<file path="src/rtl/controller_sequencer.sv">
// Moore microsequencer for the 8-bit bus datapath: fetch, optional operand/address
// reads through MAR/MDR, per-opcode execute states, latched Z/C flags and HALT.
module controller_sequencer #(
    parameter int          RAM_RD_WAIT = 1,
    parameter logic [7:0]  HLT_OPCODE  = 8'hFF
) (
    input  logic       clk,
    input  logic       clear,
    input  logic [7:0] controller_sequencer_input,
    input  logic       zero_flag,
    input  logic       carry_flag,
    output logic       count_pc,
    output logic       load_pc,
    output logic       enable_pc,
    output logic       load_mar,
    output logic       ce_ram,
    output logic       we_ram,
    output logic       flip_flop,
    output logic       load_mdr_reg,
    output logic       enable_mdr_reg,
    output logic       load_accum,
    output logic       enable_accum,
    output logic       load_b_reg,
    output logic       enable_b_reg,
    output logic       load_c_reg,
    output logic       enable_c_reg,
    output logic       load_temp_reg,
    output logic       sub_mode,
    output logic       enable_alu,
    output logic       load_output_reg,
    output logic       enable_input,
    output logic       load_inst_reg,
    output logic       clear_inst_reg,
    output logic       halted,
    output logic       z_latched,
    output logic       c_latched
);

    typedef enum logic [4:0] {
        S_INIT, S_F_ADDR, S_F_WAIT, S_F_CAP, S_F_IR, S_DECODE,
        S_O_ADDR, S_O_WAIT, S_O_CAP, S_M_ADDR, S_M_WAIT, S_M_CAP,
        S_X_LDA, S_X_ST1, S_X_ST2, S_X_T, S_X_ALU, S_X_MOV, S_X_J, S_HALT
    } state_t;

    localparam bit         NO_WAIT   = (RAM_RD_WAIT == 0);
    localparam logic [1:0] WAIT_LAST = 2'((RAM_RD_WAIT > 0) ? (RAM_RD_WAIT - 1) : 0);

    state_t     r_state, w_next_state;
    logic [1:0] r_wait_cnt, w_wait_next;
    logic [7:0] r_opcode, w_opcode_next;
    logic       r_z_latched, r_c_latched;
    logic       w_wait_last;

    assign w_wait_last = (r_wait_cnt == WAIT_LAST);
    assign z_latched   = r_z_latched;
    assign c_latched   = r_c_latched;

    always_ff @(posedge clk or negedge clear) begin
        if (!clear) begin
            r_state     <= S_INIT;
            r_wait_cnt  <= 2'd0;
            r_opcode    <= 8'h00;
            r_z_latched <= 1'b0;
            r_c_latched <= 1'b0;
        end else begin
            r_state    <= w_next_state;
            r_wait_cnt <= w_wait_next;
            r_opcode   <= w_opcode_next;
            if (r_state == S_X_ALU) begin
                r_z_latched <= zero_flag;
                r_c_latched <= carry_flag;
            end
        end
    end

    always_comb begin
        w_next_state    = r_state;
        w_wait_next     = r_wait_cnt;
        w_opcode_next   = r_opcode;
        count_pc        = 1'b0;  load_pc        = 1'b0;  enable_pc       = 1'b0;
        load_mar        = 1'b0;  ce_ram         = 1'b0;  we_ram          = 1'b0;
        flip_flop       = 1'b0;  load_mdr_reg   = 1'b0;  enable_mdr_reg  = 1'b0;
        load_accum      = 1'b0;  enable_accum   = 1'b0;  load_b_reg      = 1'b0;
        enable_b_reg    = 1'b0;  load_c_reg     = 1'b0;  enable_c_reg    = 1'b0;
        load_temp_reg   = 1'b0;  sub_mode       = 1'b0;  enable_alu      = 1'b0;
        load_output_reg = 1'b0;  enable_input   = 1'b0;  load_inst_reg   = 1'b0;
        clear_inst_reg  = 1'b0;  halted         = 1'b0;

        case (r_state)
            S_INIT: begin
                clear_inst_reg = 1'b1;
                w_next_state   = S_F_ADDR;
            end
            // PC increments in the last state before the capture, whichever that is
            S_F_ADDR, S_O_ADDR: begin
                enable_pc   = 1'b1;
                load_mar    = 1'b1;
                count_pc    = NO_WAIT;
                w_wait_next = 2'd0;
                if (r_state == S_F_ADDR) w_next_state = NO_WAIT ? S_F_CAP : S_F_WAIT;
                else                     w_next_state = NO_WAIT ? S_O_CAP : S_O_WAIT;
            end
            S_F_WAIT, S_O_WAIT, S_M_WAIT: begin
                ce_ram   = 1'b1;
                count_pc = w_wait_last && (r_state != S_M_WAIT);
                if (w_wait_last) begin
                    w_wait_next = 2'd0;
                    case (r_state)
                        S_F_WAIT: w_next_state = S_F_CAP;
                        S_O_WAIT: w_next_state = S_O_CAP;
                        default:  w_next_state = S_M_CAP;
                    endcase
                end else begin
                    w_wait_next = r_wait_cnt + 2'd1;
                end
            end
            S_F_CAP, S_O_CAP, S_M_CAP: begin
                ce_ram       = 1'b1;
                load_mdr_reg = 1'b1;
                if (r_state == S_F_CAP) begin
                    w_next_state = S_F_IR;
                end else if (r_state == S_M_CAP) begin
                    w_next_state = S_X_LDA;
                end else begin
                    case (r_opcode)
                        8'h01, 8'h02: w_next_state = S_M_ADDR;
                        8'h0D:        w_next_state = S_X_J;
                        8'h0E:        w_next_state = r_z_latched ? S_X_J : S_F_ADDR;
                        8'h0F:        w_next_state = r_c_latched ? S_X_J : S_F_ADDR;
                        default:      w_next_state = S_F_ADDR;
                    endcase
                end
            end
            S_F_IR: begin
                enable_mdr_reg = 1'b1;
                load_inst_reg  = 1'b1;
                w_next_state   = S_DECODE;
            end
            S_DECODE: begin
                w_opcode_next = controller_sequencer_input;
                if (controller_sequencer_input == HLT_OPCODE) begin
                    w_next_state = S_HALT;
                end else begin
                    case (controller_sequencer_input)
                        8'h01, 8'h02, 8'h0D, 8'h0E, 8'h0F:               w_next_state = S_O_ADDR;
                        8'h03, 8'h04, 8'h05, 8'h06:                      w_next_state = S_X_T;
                        8'h07, 8'h08, 8'h09, 8'h0A, 8'h0B, 8'h0C:        w_next_state = S_X_MOV;
                        default:                                         w_next_state = S_F_ADDR;
                    endcase
                end
            end
            S_M_ADDR: begin
                enable_mdr_reg = 1'b1;
                load_mar       = 1'b1;
                w_wait_next    = 2'd0;
                if (r_opcode == 8'h02) w_next_state = S_X_ST1;
                else                   w_next_state = NO_WAIT ? S_M_CAP : S_M_WAIT;
            end
            S_X_LDA: begin
                enable_mdr_reg = 1'b1;
                load_accum     = 1'b1;
                w_next_state   = S_F_ADDR;
            end
            S_X_ST1: begin
                enable_accum = 1'b1;
                flip_flop    = 1'b1;
                load_mdr_reg = 1'b1;
                w_next_state = S_X_ST2;
            end
            S_X_ST2: begin
                ce_ram       = 1'b1;
                we_ram       = 1'b1;
                w_next_state = S_F_ADDR;
            end
            S_X_T: begin
                enable_b_reg  = (r_opcode == 8'h03) || (r_opcode == 8'h04);
                enable_c_reg  = (r_opcode == 8'h05) || (r_opcode == 8'h06);
                load_temp_reg = 1'b1;
                w_next_state  = S_X_ALU;
            end
            S_X_ALU: begin
                enable_alu   = 1'b1;
                load_accum   = 1'b1;
                sub_mode     = (r_opcode == 8'h04) || (r_opcode == 8'h06);
                w_next_state = S_F_ADDR;
            end
            S_X_MOV: begin
                enable_accum    = (r_opcode == 8'h07) || (r_opcode == 8'h08) || (r_opcode == 8'h0C);
                enable_b_reg    = (r_opcode == 8'h09);
                enable_c_reg    = (r_opcode == 8'h0A);
                enable_input    = (r_opcode == 8'h0B);
                load_b_reg      = (r_opcode == 8'h07);
                load_c_reg      = (r_opcode == 8'h08);
                load_accum      = (r_opcode == 8'h09) || (r_opcode == 8'h0A) || (r_opcode == 8'h0B);
                load_output_reg = (r_opcode == 8'h0C);
                w_next_state    = S_F_ADDR;
            end
            S_X_J: begin
                enable_mdr_reg = 1'b1;
                load_pc        = 1'b1;
                w_next_state   = S_F_ADDR;
            end
            S_HALT: begin
                halted = 1'b1;
            end
            default: begin
                w_next_state = S_INIT;
            end
        endcase
    end

endmodule

</file>
<file path="config.mk">
export PLATFORM = sky130hd
export DESIGN_NAME = controller_sequencer
export DESIGN_NICKNAME = d
export VERILOG_FILES = /design/src/rtl/controller_sequencer.sv
export SDC_FILE = /design/constraint.sdc
export NUM_CORES = 1
export LEC_CHECK = 0
export BUFFER_PORTS_ARGS = -buffer_cell sky130_fd_sc_hd__buf_2
export CAP_MARGIN = 20
export CORE_MARGIN = 4
export CORE_UTILIZATION = 50
export CTS_BUF_LIST = sky130_fd_sc_hd__clkbuf_8
export DETAILED_ROUTE_END_ITERATION = 12
export PLACE_DENSITY = 0.76
export SKIP_LAST_GASP = 1
export SYNTH_ARGS = -nofsm -noshare
export SYNTH_HDL_FRONTEND = slang
export SYNTH_SLANG_ARGS = --single-unit
</file>
<file path="constraint.sdc">
create_clock -name clk -period 1.8 [get_ports clk]
set_input_delay 0.36 -clock clk [delete_from_list [all_inputs] [get_ports clk]]
set_output_delay 0.36 -clock clk [all_outputs]
set_load 0.01 [all_outputs]
</file>
# --- After elaboration in Yosys (flattened, before gate mapping) ---
# Memories as Yosys holds them, arrays and structs flattened.
# Cells that the tools add are included.
op_classes:
  addsub: 1
  n_eq_ne: 37
  muxes: 37
  bitwise_logic: 1
  reduce_logical: 23
ops:
  columns: ["cell", "count"]
  rows:
  - ["$eq A8 B4 Y1 const B", 8]
  - ["$pmux W5 S10", 1]
  - ["$eq A5 B4 Y1 const B", 8]
  - ["$mux W5", 7]
  - ["$eq A8 B3 Y1 const B", 4]
  - ["$eq A5 B3 Y1 const B", 4]
  - ["$eq A5 B5 Y1 const B", 4]
  - ["$pmux W5 S4", 1]
  - ["$mux W1", 19]
  - ["$eq A8 B2 Y1 const B", 2]
  - ["$eq A5 B2 Y1 const B", 2]
  - ["$reduce_or A3 Y1", 3]
  - ["$eq A8 B1 Y1 const B", 1]
  - ["$eq A8 B8 Y1 const B", 1]
  - ["$pmux W1 S2", 4]
  - ["$pmux W4 S2", 1]
  - ["$reduce_or A4 Y1", 2]
  - ["$logic_or A1 B1 Y1", 7]
  - ["$reduce_or A7 Y1", 1]
  - ["$mux W3", 2]
  - ["$reduce_or A2 Y1", 3]
  - ["$reduce_or A6 Y1", 1]
  - ["$eq A5 B1 Y1 const B", 1]
  - ["$logic_not A5 Y1", 1]
  - ["11 further kinds", 11]
word_totals:
  reg_bits: 17
  romBits: 80
  input_bits: 12
  out_inout_bits: 25
  wordCells: 105
  memories: 1
memory_table:
  columns: ["name", "depth", "word_bits", "rd", "rd_ports_with_merged_regs", "write_ports", "line", "text"]
  rows:
  - ["(name not given)", 16, 5, 1, 0, 0, "144", "case (controller_sequencer_input)"]

# --- Logic depth before layout (Yosys ltp) ---
# Gate-level depths: netlist (run 1).
logic_depth:
  word_depth: 6
  mapped_depth: 7
  ltp_nobuf: 7

# --- Worst setup path after synthesis (run 1) ---
# Ideal clock, no wire load.
synth_path:
  kind: "register to output"
  start: "register r_opcode[7]"
  end: "output port enable_accum"
  t_arrival_ns: 1.885
  required_ns: 1.440
  setup_slack_ns: -0.445
  path_stages_with_launch: 6
  path_buffers: 1
  path_cell_list: "dfrtp_1 > or4_4 > buf_6 > or2_1 > nor4_1 > or3b_1"
synth_between:
  elab_chain_cells: 4
  elab_cells_between_ends: 6
  cone_classes: "eq/ne: 3; mux: 1; reduce/logical: 2"
synth_rtl:
  columns: ["item", "line", "text"]
  rows:
  - ["start: declaration", "50", "logic [7:0] r_opcode, w_opcode_next;"]
  - ["start signal: assignment", "68", "r_opcode <= w_opcode_next;"]
  - ["$eq A8 B3 Y1 or $eq A8 B4 Y1 (tied branches)", "188", "enable_accum = (r_opcode == 8'h07) || (r_opcode == 8'h08) || (r_opcode == 8'h0C);"]
  - ["$logic_or A1 B1 Y1", "188", null]
  - ["$logic_or A1 B1 Y1 (*)", "188", null]
  - ["$pmux W1 S2 (*)", "89", "case (r_state)"]
  - ["end: declaration", "22", "output logic enable_accum,"]
# Mark *: on every way between the ends. The rest lies on a longest branch, timed or not.

# --- Final worst setup path (run 1) ---
# Ends and elaborated chain as after synthesis.

==> impl_metrics.env, run 1 <==
export IMPL_clk_path_buf_depth=2
export IMPL_status="finished with violations"
export IMPL_detail_route_first_pass_iterations=5
export IMPL_hold_viol_final=0
export IMPL_path_class="flip-flop to output port"
export IMPL_total_switching_power_uw=1710
export IMPL_gr_total_overflow=0
export IMPL_maximum_number_of_pins_on_one_net_before_global_route_repair=18
export IMPL_routed_wl_mm=5.88
export IMPL_clock_sink_count=17
export IMPL_layoutNonFillerInstCount=309
export IMPL_tritoncts_clock_tree="done"
export IMPL_cts_buffers=3
export IMPL_initial_core_util=0.534
export IMPL_gr_usage_all_layers=0.247
export IMPL_synth_enable_flop_cells=0
export IMPL_die_area_mm2=0.00397
export IMPL_post_synth_inst_count=201
export IMPL_cts_hold_buffers_added=0
export IMPL_placed_wire_length_estimate_after_detailed_placement_mm=3.20
export IMPL_drtAntennaViolNets=0
export IMPL_fp_coreArea_mm2=0.00283
export IMPL_static_leakage_power_uw=0.00114
export IMPL_register_area_share_after_synthesis=0.281
export IMPL_unrepaired_setup_endpoints_after_global_routing="yes"
export IMPL_power_switching_share=0.462
export IMPL_fin_worst_hold_slack_ns=0.0141
export IMPL_final_fill_count=135
export IMPL_synthArstFlopShare=1.00
export IMPL_setup_viol_count_final=26
export IMPL_gpl_final_weighted_congestion=0.927
export IMPL_failed_checks="negative setup slack"
export IMPL_timing_critical_path_arrival_ns=1.92
export IMPL_final_core_utilization=0.843
export IMPL_cap_violations=0
export IMPL_worst_setup_path_start_kind="flip-flop"
export IMPL_power_sequential_fraction=0.217
export IMPL_synth_avg_cell_area_um2=7.52
export IMPL_dr_wl_met3_um=483
export IMPL_clk_pin_slew_ns=0.06
export IMPL_number_of_placement_rows=19
export IMPL_via_count=1992
export IMPL_final_layout_size_suffix_gt1_frac=0.500
export IMPL_wl_met1_mm=2.29
export IMPL_share_clk_of_total_power=0.075
export IMPL_int_pwr_uw=1990
export IMPL_synth_top_flop_cell="sky130_fd_sc_hd__dfrtp_1"
export IMPL_timing_fmax_ghz=0.438
export IMPL_top_layer_used="met4"
export IMPL_placedCellCount=282
export IMPL_final_period_utilization=1.27
export IMPL_input_output_buffers=36
export IMPL_maximum_resistive_drop_on_vdd_mv=1.16
export IMPL_final_seq_area_um2=429
export IMPL_die_width_um=63.0
export IMPL_antenna_diode_count=0
export IMPL_synth_lib_cells_used_distinct=46
export IMPL_h_tree_depth=1
export IMPL_post_route_worst_setup_slack_ns=-0.482
export IMPL_route_detailed_drc=0
export IMPL_1st_iter_drt_viols=307
export IMPL_nNetsFinal=296
export IMPL_pin_count=37
export IMPL_worstMarginPinSlew_ns=0.473
export IMPL_yosys_register_bits=17
export IMPL_worstSetupEndpointType="output port"
export IMPL_final_cell_mix="sky130_fd_sc_hd__buf_2 (36), sky130_fd_sc_hd__buf_4 (36), sky130_fd_sc_hd__nor2_1 (17)"
export IMPL_worstSkewPairLatency_ns=0.25
export IMPL_total_area_of_multi_input_combinational_cells_mm2=0.00118
export IMPL_areaGrowthSynthToFinish_pct=57.7
export IMPL_power_density_mw_per_mm2=1550
export IMPL_synth_warnings=0
export IMPL_grt_pass1_vias=1673
export IMPL_setup_tns_final_ns=-6.19
export IMPL_worst_ep_required_time_ns=1.44
export IMPL_clock_tree_root_cell="sky130_fd_sc_hd__clkbuf_8"
export IMPL_slew_limit_headroom=0.682
export IMPL_synth_area_mm2=0.00151
export IMPL_worstPathMaxFanout=5
export IMPL_min_delay_path_class="input pin to asynchronous set/reset pin"
export IMPL_wire_per_inst_um=19.0
export IMPL_die_y_um=63.0
export IMPL_grt_pass1_wl_mm=7.98
export IMPL_min_period_ns=2.28
export IMPL_syn_nets=218
export IMPL_antenna_found_initial=0
export IMPL_slew_violations=0
export IMPL_post_route_skew_ns=0.00171
export IMPL_portion_of_total_power_attributed_to_combinational_logic=0.707
export IMPL_detail_route_vias_per_cell=6.45
export IMPL_dr_wl_met2_mm=2.90
power groups by stage:
| stage | clock network [µW] | registers (µW) | logic (µW) |
|---|---|---|---|
| global route | 305 | 817 | 2770 |
| global placement | 0 | 740 | 1690 |
| CTS | 281 | 748 | 2120 |
| floorplan | 0 | 643 | 1160 |
| detailed placement | 0 | 749 | 1700 |
| finish | 278 | 805 | 2620 |
logic make-up after synthesis:
| logic type | count (synthesis) | share of synthesized area |
|---|---|---|
| xor gates and xnor gates | 1 | 0.00580 |
| adders and majority gates | 5 | 0.0414 |
| muxes | 9 | 0.0654 |
| buffers and inverters | 25 | 0.0670 |
| and+or+nand+nor | 96 | 0.336 |
| AOI/OAI and AO/OA | 48 | 0.203 |
| DFF | 17 | 0.281 |
cell usage after synthesis, drive strengths merged (5+ instances only):
library cell / instances / area [µm²]
a21oi: 11 / 55.1
clkbuf: 12 / 45.0
dfrtp: 17 / 425
ha: 5 / 62.6
inv: 11 / 41.3
mux2: 7 / 78.8
nand2: 18 / 67.6
nand2b: 8 / 50.1
nor2: 22 / 82.6
nor2b: 6 / 37.5
nor3: 11 / 55.1
nor4: 5 / 31.3
o21ai: 15 / 75.1
layout make-up:
type | instances | area share
clock buffers | 3 | 0.0173
well taps | 31 | 0.0163
flip-flops and latches | 17 | 0.180
inverters | 11 | 0.0173
clock inverters | 1 | 0.00157
repair buffers | 87 | 0.270
multi-input cells | 159 | 0.497
worst max-delay path: stages (launching register included):
cell,delay [ns]
sky130_fd_sc_hd__dfrtp_1,0.37
sky130_fd_sc_hd__or4_4,0.58
sky130_fd_sc_hd__or2_4,0.28
sky130_fd_sc_hd__nor4_4,0.16
sky130_fd_sc_hd__or3b_1,0.15
sky130_fd_sc_hd__buf_2,0.12
state kept, by name (all words and copies together), names as in the netlist:
name	count
r_opcode	8
r_wait_cnt	2
z_latched	1
c_latched	1
r_state	5
through the flow:
stage	worst slack, ns	instance area, µm²	total power [µW]
detailed placement	-0.182	1920	2450
CTS	-0.437	2180	3150
global placement	-0.150	1920	2440
global route	-0.515	2380	3890
finish	-0.482	2380	3700
floorplan	-0.226	1550	1800
routing by layer:
metal / up-vias / track usage
met5: - / 0
met4: 0 / 0.0799
met3: 33 / 0.0198
met2: 138 / 0.422
met1: 935 / 0.328
li1: 886 / -
timing repair:
action	CTS	global route
pin swaps	7	15
hold endpoints to repair	0	0
setup buffers	13	10
gates resized for setup	30	36
cloned	0	1
endpoints found under the setup margin	23	29
worst paths after layout:
kind                                          from                       to  slack (ns)  cells past startpoint
setup reg to reg           r_opcode[7]$_DFFE_PN0P_   r_state[0]$_DFFE_PN0P_       -0.33                      6
hold reg to reg            r_opcode[5]$_DFFE_PN0P_  r_opcode[5]$_DFFE_PN0P_        0.51                      1
setup / recovery           r_opcode[7]$_DFFE_PN0P_             enable_accum       -0.48                      5
max in group asynchronous                    clear   r_state[0]$_DFFE_PN0P_        1.50                      1
min in group clk                        carry_flag    c_latched$_DFFE_PN0P_        0.34                      2
hold / removal                               clear  r_opcode[4]$_DFFE_PN0P_        0.01                      1
Power figures use the tool's default switching activity.
==> inputs of run 2 (changes only) <==
- ABC_AREA: not set -> 1
- PLACE_DENSITY: 0.76 -> 0.77
- SLEW_MARGIN: not set -> 0
==> run 2 against run 1 <==
Against the previous run: the run still ends with negative setup slack left; area after synthesis fell by 2.6%; largest power group unchanged; routed wire length fell by 27%; die area fell by 2.3%; largest cell class unchanged.
==> impl_metrics.env, run 2 <==
export IMPL_slew_limit_headroom=0.730
export IMPL_synth_top_cell_area_share=0.289
export IMPL_detail_route_vias_per_cell=5.26
export IMPL_worstMarginPinSlew_ns=0.405
export IMPL_synth_mux_area_frac=0
export IMPL_status="finished with violations"
export IMPL_unrepaired_setup_endpoints_after_global_routing="yes"
export IMPL_largest_family_of_logic_cells_by_synthesized_area="simple AND/OR/NAND/NOR gates"
export IMPL_synth_avg_cell_area_um2=6.21
export IMPL_clk_path_buf_depth=2
export IMPL_worst_ep_required_time_ns=1.44
export IMPL_input_output_buffers=36
export IMPL_final_area_mm2=0.00208
export IMPL_wl_met1_mm=1.74
export IMPL_failed_checks="negative setup slack"
export IMPL_worst_setup_path_start_kind="flip-flop"
export IMPL_worstPathMaxFanout=6
export IMPL_synth_compound_area_share=0.0978
export IMPL_1st_iter_drt_viols=97
export IMPL_max_flop_register="r_opcode"
export IMPL_antenna_diode_count=0
export IMPL_synth_fa_ha_area_frac=0.0425
export IMPL_timing_critical_path_arrival_ns=1.66
export IMPL_final_cell_mix="sky130_fd_sc_hd__nand2_1 (62), sky130_fd_sc_hd__buf_2 (36), sky130_fd_sc_hd__inv_1 (29)"
export IMPL_die_width_um=62.2
export IMPL_antenna_found_initial=0
export IMPL_register_area_share_after_synthesis=0.289
export IMPL_cts_buffers=3
export IMPL_nNetsFinal=320
export IMPL_route_detailed_drc=0
export IMPL_min_delay_path_class="input pin to asynchronous set/reset pin"
export IMPL_placed_wire_length_estimate_after_detailed_placement_mm=3.02
export IMPL_synth_area_mm2=0.00147
export IMPL_post_synth_inst_count=237
export IMPL_via_count=1751
export IMPL_synth_enable_flop_cells=0
export IMPL_number_of_placement_rows=19
export IMPL_synth_most_common_cell="sky130_fd_sc_hd__nand2_1"
export IMPL_grt_pass1_vias=1564
export IMPL_synth_top_cells_by_count="sky130_fd_sc_hd__nand2_1 (65), sky130_fd_sc_hd__nor2_1 (36), sky130_fd_sc_hd__inv_1 (33), sky130_fd_sc_hd__dfrtp_1 (17), sky130_fd_sc_hd__nand3_1 (16)"
export IMPL_final_layout_size_suffix_gt1_frac=0.397
export IMPL_cap_violations=0
export IMPL_fin_worst_hold_slack_ns=0.0216
export IMPL_path_class="flip-flop to output port"
export IMPL_wire_per_inst_um=12.8
export IMPL_power_total_uw=2890
export IMPL_setup_viol_count_final=15
export IMPL_synth_largest_area_cell="sky130_fd_sc_hd__dfrtp_1"
export IMPL_min_period_ns=2.02
export IMPL_tritoncts_clock_tree="done"
export IMPL_largest_reg_flops=8
export IMPL_synthArstFlopShare=1.00
export IMPL_worstSkewPairLatency_ns=0.26
export IMPL_mostFrequentLayoutCell="sky130_fd_sc_hd__nand2_1"
export IMPL_areaGrowthSynthToFinish_pct=41.1
export IMPL_maximum_resistive_drop_on_vdd_mv=1.19
export IMPL_synth_warnings=0
export IMPL_largest_registers_in_the_final_layout="r_opcode: 8 flops, r_state: 5 flops, r_wait_cnt: 2 flops"
export IMPL_die_y_um=62.2
export IMPL_gpl_final_weighted_congestion=0.932
export IMPL_clock_sink_count=17
export IMPL_static_leakage_power_uw=0.00113
export IMPL_h_tree_depth=1
export IMPL_dr_wl_met3_um=304
export IMPL_maximum_number_of_pins_on_one_net_before_global_route_repair=18
export IMPL_final_fill_count=227
export IMPL_synth_xor_area_share=0
export IMPL_final_period_utilization=1.12
export IMPL_cell_types_occupying_the_most_area_after_synthesis="sky130_fd_sc_hd__dfrtp_1 (29%), sky130_fd_sc_hd__nand2_1 (17%), sky130_fd_sc_hd__nor2_1 (9.2%)"
export IMPL_post_route_skew_ns=0.00198
export IMPL_die_area_mm2=0.00387
export IMPL_clk_pin_slew_ns=0.08
export IMPL_gr_usage_all_layers=0.209
export IMPL_fp_coreArea_mm2=0.00278
export IMPL_grt_pass1_wl_mm=6.76
export IMPL_setup_tns_final_ns=-1.62
export IMPL_post_route_worst_setup_slack_ns=-0.216
export IMPL_power_density_mw_per_mm2=1390
export IMPL_detail_route_first_pass_iterations=4
export IMPL_synth_lib_cells_used_distinct=28
export IMPL_clock_tree_root_cell="sky130_fd_sc_hd__clkbuf_8"
export IMPL_initial_core_util=0.529
export IMPL_drtAntennaViolNets=0
export IMPL_routed_wl_mm=4.26
export IMPL_slew_violations=0
export IMPL_yosys_register_bits=17
export IMPL_worstSetupEndpointType="output port"
export IMPL_top_layer_used="met4"
export IMPL_dr_wl_met2_mm=2.16
export IMPL_timing_fmax_ghz=0.496
export IMPL_syn_nets=254
export IMPL_gr_total_overflow=0
export IMPL_postPlaceCellArea_mm2=0.00174
export IMPL_synth_top_flop_cell="sky130_fd_sc_hd__dfrtp_1"
export IMPL_post_synth_and_or_nand_nor_area_fraction=0.463
export IMPL_hold_viol_final=0
export IMPL_pin_count=37
[run 2: worst paths after layout]
kind / startpoint / slack [ns] / to / cells past startpoint
min reg2reg: r_opcode[6]$_DFFE_PN0P_ / 0.51 / r_opcode[6]$_DFFE_PN0P_ / 2
min: clear / 0.02 / z_latched$_DFFE_PN0P_ / 1
min in group clk: carry_flag / 0.30 / c_latched$_DFFE_PN0P_ / 3
max: r_opcode[0]$_DFFE_PN0P_ / -0.22 / enable_b_reg / 8
max reg2reg: r_state[0]$_DFFE_PN0P_ / 0.15 / r_state[0]$_DFFE_PN0P_ / 12
max in group asynchronous: clear / 1.47 / r_state[3]$_DFFE_PN0P_ / 1
[run 2: where the power goes]
group          leakage [µW]  internal [µW]  switching, µW
logic              0.000907            713           1120
clock network     0.0000217            156            151
registers          0.000202            549            205
[run 2: cells by family after synthesis]
logic type                 after synthesis
DFF                                     17
buffers and inverters                   42
and+or+nand+nor                        148
AOI/OAI and AO/OA                       25
adders and majority gates                5
[run 2: area by class of cell]
type / instances / area, µm² / area share
inverters: 41 / 159 / 0.0766
multi-input cells: 178 / 1020 / 0.491
repair buffers: 62 / 379 / 0.183
clock inverters: 1 / 7.51 / 0.00362
flip-flops and latches: 17 / 432 / 0.208
well taps: 31 / 38.8 / 0.0187
clock buffers: 3 / 41.3 / 0.0199
[run 2: per-layer routing]
metal	GRT usage	up-vias
li1	-	879
met1	0.251	791
met2	0.364	72
met3	0.0414	9
met4	0.0732	0
met5	0	-
[run 2: what timing repair did]
item                       4_1_cts  5_1_grt
buffers inserted                 5       14
setup endpoints to repair       17       19
hold endpoints to repair         0        0
pin swaps                        0        4
hold buffers                     0        0
gates resized for setup         19       26
[run 2: per-stage QoR]
stage,worst slack (ns),util,instances
2_1_floorplan,0.0538,-,237
3_3_place_gp,0.113,0.625,310
3_5_place_dp,0.0874,0.625,310
4_1_cts,-0.128,0.679,319
5_1_grt,-0.320,0.746,333
6_report,-0.216,0.746,333
[run 2: worst max-delay path, stage by stage (launching register included)]
cell                      delay, ns
sky130_fd_sc_hd__dfrtp_2       0.46
sky130_fd_sc_hd__nor2_2        0.15
sky130_fd_sc_hd__inv_1         0.08
sky130_fd_sc_hd__nor2_1        0.21
sky130_fd_sc_hd__nand2_1       0.09
sky130_fd_sc_hd__o21ai_1       0.10
sky130_fd_sc_hd__nand2_1       0.08
sky130_fd_sc_hd__o31ai_2       0.06
sky130_fd_sc_hd__buf_2         0.17
==> inputs of run 3 (changes only) <==
--- a/config.mk
+++ b/config.mk
@@ -6,5 +6,4 @@
 export NUM_CORES = 1
 export LEC_CHECK = 0
-export ABC_AREA = 1
 export BUFFER_PORTS_ARGS = -buffer_cell sky130_fd_sc_hd__buf_2
 export CAP_MARGIN = 20
@@ -13,5 +12,5 @@
 export CTS_BUF_LIST = sky130_fd_sc_hd__clkbuf_8
 export DETAILED_ROUTE_END_ITERATION = 12
-export PLACE_DENSITY = 0.77
+export PLACE_DENSITY = 0.76
 export SKIP_LAST_GASP = 1
 export SLEW_MARGIN = 0
@@ -19,2 +18,3 @@
 export SYNTH_HDL_FRONTEND = slang
 export SYNTH_SLANG_ARGS = --single-unit
+export TNS_END_PERCENT = 5
==> constraint.sdc (replaced) <==
create_clock -name clk -period 1.8 [get_ports clk]
set_input_delay 0.36 -clock clk [delete_from_list [all_inputs] [get_ports clk]]
set_output_delay 0.36 -clock clk [all_outputs]
set_load 0.1 [all_outputs]
==> run 3 against run 2 <==
Against the previous run: the flow still finishes with violations (negative setup slack); sequential share of layout area down 3.6 points; worst hold slack worse by 0.011 ns; maximum frequency down 16%; final cell count down 9.0%; clock skew up 0.0025 ns; via count up 9.7%; first-iteration DRC count up 78%; global-route usage up 6.2 points; sequential power down 6.5%; highest routed layer unchanged.
==> impl_metrics.env, run 3 (synthesis results as in run 1) <==
export IMPL_status="finished with violations"
export IMPL_failed_checks="negative setup slack"
export IMPL_die_y_um=63.0
export IMPL_grt_pass1_vias=1886
export IMPL_cts_hold_buffers_added=0
export IMPL_final_layout_size_suffix_gt1_frac=0.386
export IMPL_cap_violations=0
export IMPL_detail_route_first_pass_iterations=5
export IMPL_largest_registers_in_the_final_layout="r_opcode: 8 flops, r_state: 5 flops, r_wait_cnt: 2 flops"
export IMPL_layoutNonFillerInstCount=303
export IMPL_die_area_mm2=0.00397
export IMPL_slew_violations=0
export IMPL_post_route_worst_setup_slack_ns=-0.589
export IMPL_antenna_diode_count=0
export IMPL_clk_path_buf_depth=2
export IMPL_placedCellCount=299
export IMPL_min_period_ns=2.39
export IMPL_maximum_resistive_drop_on_vdd_mv=1.24
export IMPL_fp_coreArea_mm2=0.00283
export IMPL_setup_viol_count_final=28
export IMPL_input_output_buffers=36
export IMPL_areaGrowthSynthToFinish_pct=63.9
export IMPL_worstSetupEndpointType="output port"
export IMPL_nNetsFinal=290
export IMPL_gr_total_overflow=0
export IMPL_worst_ep_required_time_ns=1.44
export IMPL_final_period_utilization=1.33
export IMPL_timing_fmax_ghz=0.419
export IMPL_hold_viol_final=0
export IMPL_placed_wire_length_estimate_after_detailed_placement_mm=4.01
export IMPL_mostFrequentLayoutCell="sky130_fd_sc_hd__buf_4"
export IMPL_clock_tree_root_cell="sky130_fd_sc_hd__clkbuf_8"
export IMPL_1st_iter_drt_viols=173
export IMPL_tritoncts_clock_tree="done"
export IMPL_largest_reg_flops=8
export IMPL_max_flop_register="r_opcode"
export IMPL_power_total_uw=4430
export IMPL_via_count=1920
export IMPL_worstSkewPairLatency_ns=0.26
export IMPL_detail_route_vias_per_cell=6.34
export IMPL_maximum_number_of_pins_on_one_net_before_global_route_repair=22
export IMPL_cts_resized_gates=0
export IMPL_static_leakage_power_uw=0.00111
export IMPL_number_of_placement_rows=19
export IMPL_route_detailed_drc=0
export IMPL_h_tree_depth=1
export IMPL_path_class="flip-flop to output port"
export IMPL_gr_usage_all_layers=0.271
export IMPL_min_delay_path_class="input pin to asynchronous set/reset pin"
export IMPL_power_density_mw_per_mm2=1790
export IMPL_post_route_skew_ns=0.00445
export IMPL_timing_critical_path_arrival_ns=2.03
export IMPL_worstPathMaxFanout=5
export IMPL_die_width_um=63.0
export IMPL_gpl_final_weighted_congestion=0.941
export IMPL_pin_count=37
export IMPL_worst_setup_path_start_kind="flip-flop"
export IMPL_wire_per_inst_um=16.7
export IMPL_setup_tns_final_ns=-10.08
export IMPL_routed_wl_mm=5.07
export IMPL_antenna_found_initial=0
export IMPL_cts_buffers=3
export IMPL_slew_limit_headroom=0.671
export IMPL_worstMarginPinSlew_ns=0.488
export IMPL_fin_worst_hold_slack_ns=0.0103
export IMPL_initial_core_util=0.534
export IMPL_clk_pin_slew_ns=0.07
export IMPL_grt_pass1_wl_mm=8.71
export IMPL_unrepaired_setup_endpoints_after_global_routing="yes"
export IMPL_drtAntennaViolNets=0
export IMPL_final_fill_count=148
export IMPL_final_cell_mix="sky130_fd_sc_hd__buf_4 (45), sky130_fd_sc_hd__buf_12 (23), sky130_fd_sc_hd__nor2_1 (22)"
export IMPL_clock_sink_count=17
## run 3: routing by layer
metal | vias up | global-route usage | share of wire
met5 | - | 0 | 0
met1 | 877 | 0.312 | 0.37
met3 | 37 | 0.0396 | 0.085
li1 | 866 | - | -
met2 | 140 | 0.480 | 0.50
met4 | 0 | 0.143 | 0.049
## run 3: layout make-up
cell class / count / area [µm²] / area share
multi-input combinational: 159 / 1060 / 0.428
timing repair buffer: 81 / 863 / 0.348
sequential: 17 / 425 / 0.172
clock buffer: 3 / 41.3 / 0.0167
inverter: 11 / 41.3 / 0.0167
tap: 31 / 38.8 / 0.0157
clock inverter: 1 / 7.51 / 0.00303
## run 3: per-stage QoR
| step | utilization | instance area (µm²) | worst slack, ns |
|---|---|---|---|
| 2_1_floorplan | - | 1590 | -1.42 |
| 3_3_place_gp | 0.858 | 2430 | -0.316 |
| 3_5_place_dp | 0.858 | 2430 | -0.393 |
| 4_1_cts | 0.876 | 2480 | -0.601 |
| 5_1_grt | 0.876 | 2480 | -0.671 |
| 6_report | 0.876 | 2480 | -0.589 |
## run 3: repair_timing
item	CTS	global route
pin swaps	2	1
setup buffers	0	0
setup endpoints to repair	28	32
## run 3: path summary, 6_finish.rpt
check	slack [ns]	cells after the start	start	to
setup reg to reg	-0.38	6	r_opcode[7]$_DFFE_PN0P_	r_state[0]$_DFFE_PN0P_
setup / recovery	-0.59	5	r_opcode[7]$_DFFE_PN0P_	enable_accum
max in group asynchronous	1.51	1	clear	r_state[3]$_DFFE_PN0P_
hold reg to reg	0.52	1	c_latched$_DFFE_PN0P_	c_latched$_DFFE_PN0P_
min in group clk	0.33	2	carry_flag	c_latched$_DFFE_PN0P_
hold / removal	0.01	1	clear	r_opcode[7]$_DFFE_PN0P_
## run 3: power by group
group,leakage [µW],switching [µW],internal [µW]
clock network,0.0000217,142,156
registers,0.000213,164,542
logic,0.000875,2110,1320
total,0.00111,2420,2010
## run 3: critical path, cell delays in order (launching register included)
cell                      delay (ns)
sky130_fd_sc_hd__dfrtp_1        0.38
sky130_fd_sc_hd__or4_4          0.58
sky130_fd_sc_hd__or2_4          0.28
sky130_fd_sc_hd__nor4_4         0.17
sky130_fd_sc_hd__or3b_4         0.19
sky130_fd_sc_hd__buf_12         0.17
